File: config.mk
export PLATFORM = sky130hd
export DESIGN_NAME = hqm_credit_hist_pipe_frag_count_ctrl
export DESIGN_NICKNAME = d
export VERILOG_FILES = /design/src/rtl/hqm_core_pkg.sv /design/src/rtl/hqm_AW_residue_check.sv /design/src/rtl/hqm_AW_residue_gen.sv /design/src/rtl/hqm_credit_hist_pipe_frag_count_ctrl.sv
export SDC_FILE = /design/constraint.sdc
export NUM_CORES = 1
export LEC_CHECK = 0
export BUFFER_PORTS_ARGS = -buffer_cell sky130_fd_sc_hd__buf_2
export CORE_AREA = 2 2 365 367
export DETAILED_ROUTE_END_ITERATION = 8
export DIE_AREA = 0 0 367 369
export GPL_TIMING_DRIVEN = 0
export SLEW_MARGIN = 20
export SYNTH_ARGS = -nofsm -noshare
export SYNTH_HDL_FRONTEND = slang
export SYNTH_SLANG_ARGS = --single-unit
File: constraint.sdc
create_clock -name hqm_gated_clk -period 4.65 [get_ports hqm_gated_clk]
set_input_delay 0.93 -clock hqm_gated_clk [delete_from_list [all_inputs] [get_ports hqm_gated_clk]]
set_output_delay 0.93 -clock hqm_gated_clk [all_outputs]
set_load 0.03 [all_outputs]
File: src/rtl/hqm_core_pkg.sv
// Shared types and widths for the CHP ordered-fragment count control path.
package hqm_core_pkg;

  localparam int unsigned HQM_CHP_FRAG_CNT_W = 5;
  localparam int unsigned HQM_CHP_FRAG_RES_W = 2;

  typedef enum logic [1:0] {
    FRAG_CTRL_INIT,
    FRAG_CTRL_IDLE,
    FRAG_CTRL_RSP
  } frag_ctrl_state_t;

endpackage

File: src/rtl/hqm_AW_residue_check.sv
// Mod-3 residue checker: flags when the stored residue disagrees with the data.
module hqm_AW_residue_check #(
  parameter int unsigned WIDTH = 5
) (
  input  logic [WIDTH-1:0] a,
  input  logic [1:0]       r,
  output logic             err
);

  // Recompute the residue and compare against the stored one.
  always_comb begin
    err = (r != 2'(a % WIDTH'(3)));
  end

endmodule

File: src/rtl/hqm_AW_residue_gen.sv
// Mod-3 residue generator.
module hqm_AW_residue_gen #(
  parameter int unsigned WIDTH = 5
) (
  input  logic [WIDTH-1:0] a,
  output logic [1:0]       r
);

  // Constant-divisor modulus; synthesises to a small reduction tree.
  always_comb begin
    r = 2'(a % WIDTH'(3));
  end

endmodule

File: src/rtl/hqm_credit_hist_pipe_frag_count_ctrl.sv
// Per-PP ordered-fragment count storage with init sweep, checker pipe updates and
// CFG read/write access, plus a saturating residue-error counter.
module hqm_credit_hist_pipe_frag_count_ctrl
  import hqm_core_pkg::*;
#(
  parameter int unsigned NUM_PP = 64,
  parameter int unsigned CNT_W  = HQM_CHP_FRAG_CNT_W,
  parameter int unsigned RES_W  = HQM_CHP_FRAG_RES_W,
  parameter int unsigned ERR_W  = 8
) (
  input  logic                            hqm_gated_clk,
  input  logic                            hqm_gated_rst,
  output logic [NUM_PP*(CNT_W+RES_W)-1:0] frag_count_reg_f,
  input  logic                            frag_count_reg_load,
  input  logic [NUM_PP*(CNT_W+RES_W)-1:0] frag_count_reg_nxt,
  input  logic                            frag_count_res_err,
  output logic                            pipe_stall,
  input  logic                            cfg_req_v,
  output logic                            cfg_req_ready,
  input  logic                            cfg_req_we,
  input  logic [5:0]                      cfg_req_pp,
  input  logic [CNT_W-1:0]                cfg_req_wdata,
  input  logic                            cfg_clr_all,
  output logic                            cfg_rsp_v,
  input  logic                            cfg_rsp_ready,
  output logic [CNT_W+RES_W-1:0]          cfg_rsp_rdata,
  output logic                            cfg_rsp_err,
  output logic [ERR_W-1:0]                res_err_cnt,
  input  logic                            res_err_clr,
  output logic                            init_done
);

  localparam int unsigned EW   = CNT_W + RES_W;
  localparam int unsigned PtrW = (NUM_PP > 1) ? $clog2(NUM_PP) : 1;

  logic [NUM_PP*EW-1:0] mem_q;
  frag_ctrl_state_t     state_q;
  logic [PtrW-1:0]      ptr_q;
  logic                 init_done_q;
  logic                 rsp_v_q;
  logic [EW-1:0]        rsp_rdata_q;
  logic                 rsp_err_q;
  logic [ERR_W-1:0]     err_cnt_q;

  logic                 cfg_accept;
  logic                 cfg_pp_in_range;
  logic [EW-1:0]        rd_entry;
  logic                 rd_res_err;
  logic [RES_W-1:0]     wr_res;
  logic [EW-1:0]        wr_entry;

  hqm_AW_residue_gen #(
    .WIDTH (CNT_W)
  ) u_res_gen (
    .a (cfg_req_wdata),
    .r (wr_res)
  );

  hqm_AW_residue_check #(
    .WIDTH (CNT_W)
  ) u_res_chk (
    .a   (rd_entry[CNT_W-1:0]),
    .r   (rd_entry[EW-1:CNT_W]),
    .err (rd_res_err)
  );

  // CFG request decode; the pipe has strict priority over CFG in IDLE.
  always_comb begin
    cfg_req_ready   = (state_q == FRAG_CTRL_IDLE) && !frag_count_reg_load;
    cfg_accept      = cfg_req_v && cfg_req_ready;
    cfg_pp_in_range = ({1'b0, cfg_req_pp} < 7'(NUM_PP));
    rd_entry        = cfg_pp_in_range ? mem_q[cfg_req_pp*EW +: EW] : '0;
    wr_entry        = {wr_res, cfg_req_wdata};
  end

  // Storage has no reset; it is only ever cleared by the init sweep.
  always_ff @(posedge hqm_gated_clk) begin
    if (state_q == FRAG_CTRL_INIT) begin
      mem_q[ptr_q*EW +: EW] <= '0;
    end else if (frag_count_reg_load) begin
      mem_q <= frag_count_reg_nxt;
    end else if (cfg_accept && cfg_req_we && cfg_pp_in_range) begin
      mem_q[cfg_req_pp*EW +: EW] <= wr_entry;
    end
  end

  // Control FSM: init sweep, CFG accept, response hold. clr_all acts like reset.
  always_ff @(posedge hqm_gated_clk) begin
    if (hqm_gated_rst) begin
      state_q     <= FRAG_CTRL_INIT;
      ptr_q       <= '0;
      init_done_q <= 1'b0;
      rsp_v_q     <= 1'b0;
      rsp_rdata_q <= '0;
      rsp_err_q   <= 1'b0;
    end else if (cfg_clr_all) begin
      state_q     <= FRAG_CTRL_INIT;
      ptr_q       <= '0;
      init_done_q <= 1'b0;
      rsp_v_q     <= 1'b0;
    end else begin
      unique case (state_q)
        FRAG_CTRL_INIT: begin
          ptr_q <= ptr_q + 1'b1;
          if (ptr_q == PtrW'(NUM_PP - 1)) begin
            state_q     <= FRAG_CTRL_IDLE;
            init_done_q <= 1'b1;
          end
        end
        FRAG_CTRL_IDLE: begin
          if (cfg_accept) begin
            state_q <= FRAG_CTRL_RSP;
            rsp_v_q <= 1'b1;
            if (cfg_req_we) begin
              rsp_rdata_q <= cfg_pp_in_range ? wr_entry : '0;
              rsp_err_q   <= !cfg_pp_in_range;
            end else begin
              rsp_rdata_q <= rd_entry;
              rsp_err_q   <= !cfg_pp_in_range || rd_res_err;
            end
          end
        end
        FRAG_CTRL_RSP: begin
          if (cfg_rsp_ready) begin
            state_q <= FRAG_CTRL_IDLE;
            rsp_v_q <= 1'b0;
          end
        end
        default: state_q <= FRAG_CTRL_INIT;
      endcase
    end
  end

  // Saturating residue-error counter; clear wins but a coincident pulse still counts.
  always_ff @(posedge hqm_gated_clk) begin
    if (hqm_gated_rst) begin
      err_cnt_q <= '0;
    end else if (res_err_clr) begin
      err_cnt_q <= frag_count_res_err ? ERR_W'(1) : '0;
    end else if (frag_count_res_err && (err_cnt_q != {ERR_W{1'b1}})) begin
      err_cnt_q <= err_cnt_q + 1'b1;
    end
  end

  assign frag_count_reg_f = mem_q;
  assign pipe_stall       = !init_done_q;
  assign init_done        = init_done_q;
  assign cfg_rsp_v        = rsp_v_q;
  assign cfg_rsp_rdata    = rsp_rdata_q;
  assign cfg_rsp_err      = rsp_err_q;
  assign res_err_cnt      = err_cnt_q;

endmodule

==> out/results.ini <==
[setup_path]
cpPeakStageDelay_ns = 0.95
worstSetupPathType = in2reg
cpMaxStageDelayCell = and2_1
worstPathCellList = buf_2 -> buf_12 -> buf_16 -> buf_16 -> buf_12 -> buf_8 -> inv_1 -> ha_1 -> xnor2_4 -> nor2_1 -> and2_1 -> nor2b_2 -> buf_6 -> a22oi_1 -> nor2_1
cp-start-kind = input port
cp_data_arrival_time_ns = 5.34
endpoint_kind = flip-flop
crit_fanout = 10
required_ns = 5.16

[power]
ir_drop_mv = 0.3616
power.leakage_nw = 14.21
p_per_area_mw_per_mm2 = 301.2

[drt]
ant_nets = 0
drc = 0
wire_per_inst_um = 47.23
first_pass_iters = 8
drt_wl_total_um = 253000
vias = 32243
vias_per_cell = 6.020
drtIter0Drc = 5823

[finish]
area_growth_pct = 41.22
fin_area_mm2 = 0.03877
fin_nets = 4015
utilization_pct = 29.57
drive_above_1_share_pct = 41.59
layout_common_cells = buf_2, nor2_1, edfxtp_1
final_cells = 5356
num-fill-cells = 13930
final_common_cell = buf_2

[synth]
yosysSeqAreaShare_pct = 50.90
yosys.area.top_type = edfxtp_1
syn_nets = 2964
syn-cell-area_mm2 = 0.02746
syn_inst = 2481
ys_top_cells_by_area = edfxtp_1, mux4_2, nor2_1, a22oi_1, a32oi_1
yosys_most_used_dff = edfxtp_1
synth.distinct_cells = 75
async_flop_share_pct = 0
synth_seq_cells = 474
synth_edf_count = 448
postSynthAreaPerCell_um2 = 11.07
yosys_warnings = 0
yosysTopAreaCellShare_pct = 49.00

[placement]
pre_cts_ws_ns = -2.611
place_congestion = 1.064
placed_cell_area_mm2 = 0.03502
dp_cells = 5193
dpl.hpwl_um = 204900
io_buffers = 931

[global_routing]
overflow = 0
antenna_found_initial = 91
grt_pass1_wl_um = 312200
grt_pass1_vias = 29083
grt_max_degree = 15
grt_usage_pct = 35.58

[flow_run]
cap_viol_max_count = 0

[clock_network]
cts_root_buffer = clkbuf_16
clk_path_buf_depth = 3
clock_latency_ns = 0.68
clock_sinks = 474
cts_tree = yes
cts-buffers-inserted = 59
path_clk_slew_ns = 0.06
cts-htree-levels = 2

[sta]
hold_violations = 0
tightest_slew_ns = 1.383
fin_crit_ns = 4.831
drv_slew = 0
fin_crit_sh_pct = 103.9
fin_skew_ns = 0.02656
fmax_ghz = 0.2070
worst_slack_ns = -0.1812
setup-violations-final = 24
rsz0062_at_grt = true
max_slew_margin_pct = 7.539

[floorplanning]
die_width_um = 367
start_util_pct = 20.94
die_y_um = 369
core_area_mm2 = 0.1311
rows = 133
pin_count = 936
dieArea_mm2 = 0.1354

[run_status]
violations = setup timing
outcome = finished with violations

[min_path]
hold_class = reg2reg

repair_timing:
| action | CTS | global route |
|---|---|---|
| gates resized for setup | 253 | 47 |
| pin swaps | 20 | 3 |
| hold buffers | 0 | 0 |
| setup endpoints to repair | 891 | 215 |
| buffers inserted | 19 | 12 |
routing by layer:
metal  part of all wire (%)  track usage (%)  vias to the layer above
met5                   0.13                0                        -
met4                    8.0            22.31                       50
met3                     13            12.47                      809
met2                     42            52.39                     3338
met1                     37            44.30                    16135
li1                       -                -                    11911
state kept, by name, summed over array words and instances, names as in the netlist:
name              flops
cfg_rsp_err           1
cfg_rsp_rdata         7
cfg_rsp_v             1
frag_count_reg_f    448
init_done             1
ptr_q                 6
res_err_cnt           8
state_q               2
critical path, delay by kind of cell:
kind / cells / cell delay, ns
adder cells (fa/ha/maj): 1 / 0.34
AO/OA/AOI/OAI: 1 / 0.09
XOR/XNOR: 1 / 0.28
buffers and inverters: 8 / 1.71
AND/OR/NAND/NOR: 4 / 1.91
final cells by class:
| type | count | area, µm² | share of cell area, % |
|---|---|---|---|
| timing repair buffer | 992 | 5565 | 14.35 |
| antenna | 21 | 52.55 | 0.1355 |
| multi-input combinational | 1749 | 13540 | 34.93 |
| tap | 1755 | 2196 | 5.663 |
| sequential | 474 | 13970 | 36.04 |
| buffer | 239 | 1481 | 3.821 |
| inverter | 17 | 66.31 | 0.1710 |
| clock inverter | 37 | 329.1 | 0.8487 |
| clock buffer | 72 | 1568 | 4.043 |
logic make-up (layout without fill, tap and decap cells):
family                     after synthesis  in the layout  synth area share, %
xor gates and xnor gates                20             20               0.6928
other                                    0             21                    0
DFF                                    474            474                50.90
adders and majority gates               15             15               0.6836
muxes                                  149            149                11.68
and+or+nand+nor                        891            891                13.79
AOI/OAI and AO/OA                      674            674                17.81
buffers and inverters                  258           1357                4.443
report_power, final:
| part | total [mW] | switching (mW) | internal (mW) | leakage (nW) |
|---|---|---|---|---|
| Combinational | 2.27 | 1.62 | 0.649 | 8.47 |
| Clock | 4.77 | 2.10 | 2.67 | 0.929 |
| Sequential | 4.64 | 0.0177 | 4.62 | 4.81 |
| Total | 11.7 | 3.74 | 7.94 | 14.2 |
worst paths after layout:
check                                      startpoint                    to  slack (ns)  depth (start not counted)
worst min-delay path                 cfg_rsp_rdata[1]      cfg_rsp_rdata[1]        0.47                          2
worst max-delay path                    cfg_req_pp[1]  frag_count_reg_f[35]       -0.18                         15
worst max register to register  frag_count_reg_f[220]           cfg_rsp_err        0.22                         13
worst min register to register       cfg_rsp_rdata[1]      cfg_rsp_rdata[1]        0.47                          2
cells in the mapped netlist, types with 11 or more instances:
cell type	instances
a21oi_1	133
a22oi_1	220
a31oi_1	13
a32oi_1	178
and2_1	19
buf_1	13
buf_2	11
buf_6	19
clkbuf_1	186
dfxtp_1	26
edfxtp_1	448
ha_1	15
inv_1	16
mux2i_1	13
mux4_1	22
mux4_2	108
nand2_1	121
nand3_1	27
nor2_1	561
nor2b_1	24
nor3_1	69
o21ai_0	11
o22ai_1	64
or3_1	29
stage by stage:
stage	TNS [ns]	total power [mW]	hold WS (ns)
after floorplan	0	5.521	0.4830
after global placement	-1552.44	6.680	0.4421
after detailed placement	-1353.42	6.727	0.4551
after CTS	0	11.49	0.4623
after global routing	-0.04506	11.74	0.4756
final	-0.9254	11.68	0.4655
Note: power is estimated with default switching activity, not from simulation.
